File: src/rtl/serial_add_ctrl_if.sv
// Handshake bundle for the bit-serial adder: operand request side and result side.
interface serial_add_ctrl_if #(
   parameter int WIDTH = 8
);
   logic             in_valid;
   logic             in_ready;
   logic [WIDTH-1:0] a;
   logic [WIDTH-1:0] b;
   logic             cin;
   logic             out_valid;
   logic             out_ready;
   logic [WIDTH-1:0] sum;
   logic             cout;
   logic             busy;

   modport master (
      output in_valid, a, b, cin, out_ready,
      input  in_ready, out_valid, sum, cout, busy
   );

   modport slave (
      input  in_valid, a, b, cin, out_ready,
      output in_ready, out_valid, sum, cout, busy
   );
endinterface

File: src/rtl/serial_add_ctrl.sv
// Bit-serial adder: one full-adder cell (two half adders) reused LSB-first over WIDTH
// clocks, with valid/ready handshakes on operands and on the held result.
module halfAdder (
   input  logic x,
   input  logic y,
   output logic s,
   output logic c
);
   assign s = x ^ y;
   assign c = x & y;
endmodule

module serial_add_ctrl #(
   parameter int WIDTH = 8
) (
   input logic              clk,
   input logic              rst,
   serial_add_ctrl_if.slave bus
);
   localparam int CNT_W = $clog2(WIDTH + 1);

   typedef enum logic [1:0] {IDLE, RUN, DONE} state_t;

   state_t           state;
   state_t           state_next;
   logic [WIDTH-1:0] sa;
   logic [WIDTH-1:0] sb;
   logic [WIDTH-1:0] sr;
   logic [WIDTH-1:0] sr_next;
   logic [WIDTH-1:0] sum_q;
   logic             c;
   logic             cout_q;
   logic [CNT_W-1:0] cnt;
   logic             hs0;
   logic             hc0;
   logic             hs1;
   logic             hc1;
   logic             bit_s;
   logic             bit_co;
   logic             last_bit;

   halfAdder ha0 (.x(sa[0]), .y(sb[0]), .s(hs0), .c(hc0));
   halfAdder ha1 (.x(hs0),   .y(c),     .s(hs1), .c(hc1));

   assign bit_s    = hs1;
   assign bit_co   = hc0 | hc1;
   assign last_bit = (cnt == CNT_W'(WIDTH - 1));

   // The result register fills from the MSB end so the LSB-first bits land in place.
   generate
      if (WIDTH == 1) begin : g_sr_one
         assign sr_next = bit_s;
      end else begin : g_sr_many
         assign sr_next = {bit_s, sr[WIDTH-1:1]};
      end
   endgenerate

   always_ff @(posedge clk) begin
      if (rst) state <= IDLE;
      else     state <= state_next;
   end

   always_comb begin
      state_next = state;
      case (state)
         IDLE:    if (bus.in_valid)  state_next = RUN;
         RUN:     if (last_bit)      state_next = DONE;
         DONE:    if (bus.out_ready) state_next = IDLE;
         default: state_next = IDLE;
      endcase
   end

   // Datapath: operands sampled only at accept; outputs only move at the completion edge.
   always_ff @(posedge clk) begin
      if (rst) begin
         sa     <= '0;
         sb     <= '0;
         sr     <= '0;
         c      <= 1'b0;
         cnt    <= '0;
         sum_q  <= '0;
         cout_q <= 1'b0;
      end else begin
         case (state)
            IDLE: begin
               if (bus.in_valid) begin
                  sa  <= bus.a;
                  sb  <= bus.b;
                  c   <= bus.cin;
                  cnt <= '0;
               end
            end
            RUN: begin
               sa  <= sa >> 1;
               sb  <= sb >> 1;
               sr  <= sr_next;
               c   <= bit_co;
               cnt <= cnt + 1'b1;
               if (last_bit) begin
                  sum_q  <= sr_next;
                  cout_q <= bit_co;
               end
            end
            default: ;
         endcase
      end
   end

   assign bus.in_ready  = (state == IDLE);
   assign bus.busy      = (state != IDLE);
   assign bus.out_valid = (state == DONE);
   assign bus.sum       = sum_q;
   assign bus.cout      = cout_q;
endmodule

File: src/flat_wrapper.sv
// flat-port wrapper written by rule: the top's interface ports become plain ports
module serial_add_ctrl_flat 
#(
   parameter int WIDTH = 8
)
  (clk, rst, bus_in_valid, bus_a, bus_b, bus_cin, bus_out_ready, bus_in_ready, bus_out_valid, bus_sum, bus_cout, bus_busy);
  serial_add_ctrl_if #(.WIDTH(WIDTH)) bus_i ();
  input logic clk;
  input logic rst;
  input wire logic [$bits(bus_i.in_valid)-1:0] bus_in_valid;
  input wire logic [$bits(bus_i.a)-1:0] bus_a;
  input wire logic [$bits(bus_i.b)-1:0] bus_b;
  input wire logic [$bits(bus_i.cin)-1:0] bus_cin;
  input wire logic [$bits(bus_i.out_ready)-1:0] bus_out_ready;
  output wire logic [$bits(bus_i.in_ready)-1:0] bus_in_ready;
  output wire logic [$bits(bus_i.out_valid)-1:0] bus_out_valid;
  output wire logic [$bits(bus_i.sum)-1:0] bus_sum;
  output wire logic [$bits(bus_i.cout)-1:0] bus_cout;
  output wire logic [$bits(bus_i.busy)-1:0] bus_busy;
  assign bus_i.in_valid = bus_in_valid;
  assign bus_i.a = bus_a;
  assign bus_i.b = bus_b;
  assign bus_i.cin = bus_cin;
  assign bus_i.out_ready = bus_out_ready;
  assign bus_in_ready = bus_i.in_ready;
  assign bus_out_valid = bus_i.out_valid;
  assign bus_sum = bus_i.sum;
  assign bus_cout = bus_i.cout;
  assign bus_busy = bus_i.busy;
  serial_add_ctrl #(.WIDTH(WIDTH)) u_core (.clk(clk), .rst(rst), .bus(bus_i));
endmodule
File: config.mk
export PLATFORM = sky130hd
export DESIGN_NAME = serial_add_ctrl_flat
export DESIGN_NICKNAME = d
export VERILOG_FILES = /design/src/rtl/serial_add_ctrl_if.sv /design/src/rtl/serial_add_ctrl.sv /design/src/flat_wrapper.sv
export SDC_FILE = /design/constraint.sdc
export NUM_CORES = 1
export LEC_CHECK = 0
export CAP_MARGIN = 25
export CORE_MARGIN = 2
export CORE_UTILIZATION = 48
export DETAILED_ROUTE_END_ITERATION = 8
export PLACE_DENSITY = 0.82
export RECOVER_POWER = 100
export SLEW_MARGIN = 20
export SYNTH_ARGS = -nofsm -noshare
export SYNTH_HDL_FRONTEND = slang
export SYNTH_SLANG_ARGS = --single-unit
File: constraint.sdc
create_clock -name clk -period 1.6 [get_ports clk]
set_input_delay 0.32 -clock clk [delete_from_list [all_inputs] [get_ports clk]]
set_output_delay 0.32 -clock clk [all_outputs]
set_load 0.01 [all_outputs]
# ---- Word level (Yosys, flattened, before mapping)
# Cells that the tools add are included.
dict set report op_classes {
  add_sub_neg 1
  n_eq_ne 6
  muxes 12
  n_bitwise 5
  reduce_logical 6
}
# operator count
set op_table {}
lappend op_table {{8-bit one-hot mux with 2 select lines} 2}
lappend op_table {{8-bit two-way mux} 2}
lappend op_table {{4-bit one-hot mux with 2 select lines} 1}
lappend op_table {{2-bit two-way mux} 3}
lappend op_table {{2-bit one-hot mux with 3 select lines} 1}
lappend op_table {{4-bit by 1-bit adder with 4-bit output (second input constant)} 1}
lappend op_table {{4-bit by 3-bit equality test with 1-bit output (second input constant)} 1}
lappend op_table {{4-bit two-way mux} 1}
lappend op_table {{2-bit != test (second input constant)} 2}
lappend op_table {{2-bit AND reduction} 2}
lappend op_table {{2-bit nonzero test} 2}
lappend op_table {{3-bit AND reduction} 1}
lappend op_table {{1-bit AND} 2}
lappend op_table {{2-bit by 1-bit equality test with 1-bit output (second input constant)} 1}
lappend op_table {{2-bit equality test (second input constant)} 1}
lappend op_table {{2-bit logical NOT} 1}
lappend op_table {{2-bit by 1-bit != test with 1-bit output (second input constant)} 1}
lappend op_table {{1-bit one-hot mux with 2 select lines} 1}
lappend op_table {{1-bit bitwise XOR} 2}
lappend op_table {{1-bit two-way mux} 1}
lappend op_table {{1-bit OR} 1}
dict set report word_totals {
  regBits 40
  in_bits 21
  out_inout_bits 12
  word_cells 38
}

# ---- Longest topological paths before layout
# Gate-level depths: netlist of the first run.
dict set report depth {
  word_depth 4
  depth_mapped 6
  depth_no_buf 4
}

# ---- By module
# From an unflattened synthesis of the first run, not the netlist that was laid out.
dict set report hier_totals {
  hier_cells 210
  hier_area_um2 1844.3
}
# module instances cells_each area_each_um2 seq_area_each_um2
set by_module_without_submodules {}
lappend by_module_without_submodules {serial_add_ctrl 1 208 1819.2 780.7}
lappend by_module_without_submodules {halfAdder 2 1 12.5 0.0}

# ---- Worst setup path after synthesis of the first run
# Ideal clock, no wire load.
dict set report synth_path {
  kind {register -> output}
  startpoint {register u_core.state[0]}
  endpoint {output bus_busy}
  arrival_ns 0.985
  t_required_ns 1.280
  path_slack_ns 0.295
  stages_incl_launch_ff 5
  n_path_buf 2
  cell_sequence {dfxtp_1 > buf_4 > buf_2 > nor2_1 > inv_1}
}
dict set report synth_via {
  elab_chain_cells 1
}
# element line_no
set synth_rtl {}
lappend synth_rtl {{from (decl)} serial_add_ctrl.sv:24} ;# state_t state;
lappend synth_rtl {{from (signal assigned)} serial_add_ctrl.sv:60} ;# else state <= state_next;
lappend synth_rtl {{2-bit nonzero test} serial_add_ctrl.sv:110} ;# assign bus.busy = (state != IDLE);
lappend synth_rtl {{to (decl)} flat_wrapper.sv:19} ;# output wire logic [$bits(bus_i.busy)-1:0] bus_busy;
# Every way passes these cells.

# ---- Worst setup path after layout of the first run
dict set report layout_path {
  startpoint {register u_core.sum_q[7] (netlist: u_core.bus.sum[7])}
  endpoint {output bus_sum[7]}
}
# element line_no
set layout_rtl {}
lappend layout_rtl {{from (decl)} serial_add_ctrl.sv:30} ;# logic [WIDTH-1:0] sum_q;
lappend layout_rtl {{from (signal assigned)} serial_add_ctrl.sv:100} ;# sum_q <= sr_next;
lappend layout_rtl {{to (decl)} flat_wrapper.sv:17} ;# output wire logic [$bits(bus_i.sum)-1:0] bus_sum;
# No word-level cell between the ends.

==> flow_summary_export.csv, run 1 <==
group,metric,value,unit
run_status,status,"finished clean",
pwr,p_leak,0.733,nW
worst_setup_path,critPathMaxStageDelay,0.54,ns
drt,wire_per_inst,12.6,um
synth,synthArstFlopShare,0,
clock_tree,numCtsBuffers,5,
layout,fin_util,0.621,
synth,synth-edff-count,0,
flow_run,drv_cap,0,
sta,drv_slew,0,
global_routing,globalRouteOverflowTotal,0,
drt,wl,3400,um
floorplanning,die-area,3970,um2
layout,drive_above_1_share,0.0852,
global_routing,grt_pass1_wl,6000,um
place,globalplace.congestion,0.767,
synth,ys_warn_count,0,
worst_setup_path,worstSetupPathType,"flop to output pin",
worst_setup_path,path_buf_inv,1,
synth,synth_top_area_share,0.468,
sta,setup_viol,0,
worst_setup_path,crit_chain,"clkdlybuf4s50_1",
sta,slew_headroom,0.701,
worst_setup_path,endpoint_kind,"output pin",
synth,syn-num-nets,215,
floorplanning,io_pins,33,
floorplanning,die_x,63.0,um
clock_tree,clk_pin_slew,0.11,ns
sta,rsz0062_at_grt,"false",
synth,synth_area,1670,um2
clock_tree,cts_tree,"built",
synth,synth_cell_types,29,
worst_setup_path,worstPathRequired,1.28,ns
synth,syn_avg_cell_area,8.69,um2
synth,synth_seq_cells,39,
sta,finalHoldViolations,0,
global_routing,grt_pass1_vias,1339,
floorplanning,die_h,63.0,um
global_routing,grt_max_degree,40,
sta,max_clock_freq,644,MHz
synth,syn_inst,192,
clock_tree,worstSkewPairLatency,0.35,ns
layout,final_area,2070,um2
drt,drt_pass1_iterations,4,
drt,vias,1461,
sta,fin_crit_sh,0.971,
floorplanning,std_cell_rows,21,
pwr,ir_drop,0.000452,V
place,port_buffers,32,
layout,diodes,0,
worst_setup_path,worst_path_max_delay_cell,"clkdlybuf4s50_1",
worst_setup_path,crit_family,"buffers and inverters",
place,placed_cells,261,
synth,yosys-top-cells-area,"dfxtp_1 (47%), a211oi_1 (7.2%), nor2_1 (6.3%)",
drt,drt_iter0_markers,80,
layout,finalNonFillerCells,269,
worst_setup_path,cp.arrival,1.23,ns
synth,ys_top_cells_by_count,"dfxtp_1 (39), nor2_1 (28), nand2_1 (19)",
worst_setup_path,critPathLaunchType,"flop",
sta,fin_worst_skew,0.00159,ns
hold_path,hp-class,"flop to flop",
layout,area_delta_synth_final,24.1,%
clock_tree,cts-root-buf,"clkbuf_4",
place,hpwl,2310,um
synth,dominantRegCellSynth,"dfxtp_1",
sta,tightest_slew,0.448,ns
drt,drc,0,
place,dpl_cell_area,2020,um2
synth,synth_top_area_cell,"dfxtp_1",
drt,ant_nets,0,
pwr,p_per_area,850,nW/um2
floorplanning,core,3340,um2
sta,finalCriticalPeriod,1.55,ns
sta,timing.hold.ws,0.469,ns
worst_setup_path,critPathMaxFanout,2,
drt,drt-vias-per-instance,5.43,
floorplanning,start_util,0.500,
clock_tree,cts_sinks,39,
layout,final_nets,245,
global_routing,track_usage,0.193,
synth,ys_seq_area_frac,0.468,
synth,post-synth-top-count-cell,"dfxtp_1",
clock_tree,htree_num_levels,2,
global_routing,antenna_found_initial,0,
clock_tree,clock_path_buffers,2,
cell usage in the layout, fill, tap and decap left out, drive strengths merged, types with 3 or more instances in the layout:
cell / netlist / layout
buf: 11 / 7
dlygate4sd2: 0 / 3
clkbuf: 6 / 8
a21oi: 17 / 17
clkdlybuf4s50: 0 / 26
a211oi: 16 / 16
inv: 4 / 4
o2bb2ai: 7 / 7
nand2: 19 / 19
o31ai: 9 / 9
o22ai: 8 / 8
nand3: 11 / 11
dfxtp: 39 / 39
clkdlybuf4s25: 0 / 3
nor2: 28 / 28
worst paths after layout:
path	start	to	slack (ns)	cells after the start
hold reg to reg	u_core.sr[1]$_SDFFE_PP0P_	u_core.sr[1]$_SDFFE_PP0P_	0.47	2
hold / removal	u_core.sr[1]$_SDFFE_PP0P_	u_core.sr[1]$_SDFFE_PP0P_	0.47	2
setup / recovery	u_core.bus.sum[7]$_SDFFE_PP0P_	bus_sum[7]	0.05	1
setup reg to reg	u_core.state[1]$_SDFFE_PP0P_	u_core.cnt[3]$_SDFFE_PP0P_	0.14	4
cell families (layout without fill, tap and decap cells):
family | count (synthesis) | in the layout | synth area share
buffers and inverters | 21 | 52 | 0.0690
muxes | 1 | 1 | 0.00600
adders and majority gates | 2 | 2 | 0.0195
and+or+nand+nor | 64 | 64 | 0.168
AOI/OAI and AO/OA | 65 | 65 | 0.270
DFF | 39 | 39 | 0.468
sequential cells by signal, summed over array words and instances (netlist names):
signal           count
u_core.c             1
u_core.sr            7
u_core.bus.sum       8
u_core.cnt           4
u_core.state         2
u_core.bus.cout      1
u_core.sa            8
u_core.sb            8
repair_timing:
action | in CTS | in global routing
hold buffers | 0 | 0
setup endpoints to repair | 3 | 3
cloned | 0 | 0
resized for setup | 8 | 3
setup buffers | 0 | 0
worst min-delay path: cells and delay by family, from the launching register on:
family	cells	cell delay [ns]
AOI/OAI and AO/OA	1	0.05
DFF	1	0.33
and+or+nand+nor	1	0.05
power by group:
| part | internal, mW | switching [mW] | leakage [nW] |
|---|---|---|---|
| combinational | 0.119 | 0.118 | 0.384 |
| clock | 0.171 | 0.307 | 0.0293 |
| sequential | 1.02 | 0.0299 | 0.320 |
routing by layer:
metal / track usage / part of all wire
met1: 0.246 / 0.48
met2: 0.299 / 0.46
met3: 0.0432 / 0.033
met4: 0.108 / 0.023
met5: 0 / 0
metrics by stage:
stage	setup TNS, ns	power, mW	worst slack (ns)
3_3_place_gp	0	1.30	0.0381
2_1_floorplan	0	1.22	0.295
3_5_place_dp	-0.0375	1.31	-0.0224
4_1_cts	0	1.78	0.0229
6_report	0	1.76	0.0461
5_1_grt	0	1.86	0.00480
final cells by class:
cell class | instances | area [um2]
Timing Repair Buffer | 40 | 387
Multi-Input combinational cell | 132 | 776
Fill cell | 324 | 1270
Clock buffer | 7 | 45.0
Inverter | 4 | 15.0
Sequential cell | 39 | 786
Tap cell | 46 | 57.6
Clock inverter | 1 | 5.00
(Power assumes the default switching activity.)
==> run 2, diff against run 1 <==
--- a/config.mk
+++ b/config.mk
@@ -15,3 +15,4 @@
 export SYNTH_ARGS = -nofsm -noshare
 export SYNTH_HDL_FRONTEND = slang
 export SYNTH_SLANG_ARGS = --single-unit
+export TNS_END_PERCENT = 10
==> constraint.sdc (replaced) <==
create_clock -name clk -period 1.88 [get_ports clk]
set_input_delay 0.376 -clock clk [delete_from_list [all_inputs] [get_ports clk]]
set_output_delay 0.376 -clock clk [all_outputs]
set_load 0.01 [all_outputs]
==> flow_summary_export.csv, run 2 (synthesis results as in run 1) <==
group,metric,value,unit
pwr,ir_drop,0.000484,V
floorplanning,die_h,63.0,um
sta,finalHoldViolations,0,
layout,drive_above_1_share,0.0727,
sta,rsz0062_at_grt,"false",
clock_tree,clk_pin_slew,0.11,ns
clock_tree,cts-root-buf,"clkbuf_4",
pwr,p_leak,0.771,nW
sta,slew_headroom,0.578,
floorplanning,std_cell_rows,21,
hold_path,hp-class,"flop to flop",
clock_tree,ctsHoldBuffers,0,
drt,wl,3310,um
drt,ant_nets,0,
global_routing,grt_pass1_vias,1299,
layout,layout_commonest_cell,"dfxtp_1",
worst_setup_path,critPathLaunchType,"flop",
sta,tns,0,ns
worst_setup_path,crit_chain,"nor2_4, clkdlybuf4s50_1",
layout,finalNonFillerCells,266,
global_routing,grt_max_degree,40,
run_status,status,"finished clean",
sta,finalCriticalPeriod,1.79,ns
drt,vias,1456,
hold_path,hold_start,"u_core.sr[1]$_SDFFE_PP0P_",
clock_tree,clock_path_buffers,2,
floorplanning,die-area,3970,um2
worst_setup_path,rr_startpoint,"u_core.state[0]$_SDFFE_PP0P_",
floorplanning,start_util,0.500,
worst_setup_path,r2r_end,"u_core.cnt[3]$_SDFFE_PP0P_",
worst_setup_path,worstSetupPathType,"flop to output pin",
clock_tree,cts_sinks,39,
sta,fin_crit_sh,0.955,
sta,fin_worst_skew,0.00437,ns
place,globalplace.congestion,0.752,
layout,area_delta_synth_final,23.7,%
global_routing,antenna_found_initial,0,
drt,drc,0,
flow_run,drv_cap,0,
drt,drt_iter0_markers,55,
worst_setup_path,critPathMaxStageDelay,0.54,ns
clock_tree,cts_tree,"built",
global_routing,track_usage,0.184,
floorplanning,die_x,63.0,um
floorplanning,core,3340,um2
clock_tree,htree_num_levels,2,
worst_setup_path,critPathMaxFanout,8,
layout,final_cell_mix,"dfxtp_1 (37), nor2_1 (27), clkdlybuf4s50_1 (22), nand2_1 (19), a21oi_1 (17)",
pwr,p_per_area,740,nW/um2
worst_setup_path,worstPathRequired,1.50,ns
hold_path,hold-path-cell-count,2,
place,port_buffers,32,
drt,wire_per_inst,12.4,um
floorplanning,io_pins,33,
sta,setup_viol,0,
worst_setup_path,reg2reg_setup_slack,0.19,ns
drt,drt-vias-per-instance,5.47,
global_routing,grt_pass1_wl,5780,um
place,hpwl,2260,um
clock_tree,numCtsBuffers,5,
sta,max_clock_freq,557,MHz
global_routing,globalRouteOverflowTotal,0,
worst_setup_path,reg2reg_depth,4,
sta,drv_slew,0,
drt,drt_pass1_iterations,4,
worst_setup_path,worst_path_max_delay_cell,"clkdlybuf4s50_1",
worst_setup_path,endpoint_kind,"output pin",
layout,final_nets,243,
layout,diodes,0,
clock_tree,worstSkewPairLatency,0.35,ns
place,placed_cells,259,
hold_path,min_to,"u_core.sr[1]$_SDFFE_PP0P_",
worst_setup_path,cp.arrival,1.42,ns
sta,tightest_slew,0.632,ns
## run 2: worst max path at each step
stage / startpoint / end / slack, ns / cells past startpoint
after floorplan: u_core.state[0]$_SDFFE_PP0P_ / bus_busy / 0.52 / 4
after global placement: bus_in_valid / u_core.sa[3]$_SDFFE_PP0P_ / 0.21 / 4
after detailed placement: bus_in_valid / u_core.sa[6]$_SDFFE_PP0P_ / 0.16 / 4
after CTS: u_core.state[1]$_SDFFE_PP0P_ / bus_out_valid / 0.004 / 2
after global routing: u_core.state[1]$_SDFFE_PP0P_ / bus_in_ready / 0.009 / 2
final: u_core.state[1]$_SDFFE_PP0P_ / bus_in_ready / 0.09 / 2
## run 2: per-layer routing
layer	vias up	part of all wire	GRT usage
met3	7	0.039	0.0432
met1	665	0.46	0.235
met4	0	0.023	0.100
met5	-	0	0
met2	38	0.47	0.285
li1	746	-	-
## run 2: final cells by class
type | count | area, um2
Fill cell | 319 | 1270
Inverter | 4 | 15.0
Multi-Input combinational cell | 132 | 776
Clock inverter | 1 | 5.00
Sequential cell | 39 | 786
Clock buffer | 6 | 51.3
Tap cell | 46 | 57.6
Timing Repair Buffer | 38 | 374
## run 2: report_power, final
group	switching (mW)	internal, mW
sequential	0.0259	0.863
clock	0.265	0.173
combinational	0.0989	0.101
## run 2: what timing repair did
action	in CTS	in global routing
pin swaps	0	0
gates resized for setup	3	4
endpoints found under the setup margin	3	3
setup buffers	0	0
## run 2: critical path, delay by kind of cell, from the launching register on
kind	cells	cell delay (ns)
DFF	1	0.39
and+or+nand+nor	1	0.14
buffers and inverters	1	0.54
## run 2: metrics by stage
stage           util  area (um2)  setup WS, ns  power, mW  hold slack, ns
4_1_cts        0.619        2070       0.00431       1.54           0.465
3_3_place_gp   0.601        2000         0.208       1.11           0.442
6_report       0.619        2060        0.0854       1.53           0.463
2_1_floorplan      -        1670         0.519       1.04           0.437
3_5_place_dp   0.601        2000         0.161       1.11           0.450
5_1_grt        0.619        2060       0.00856       1.61           0.475
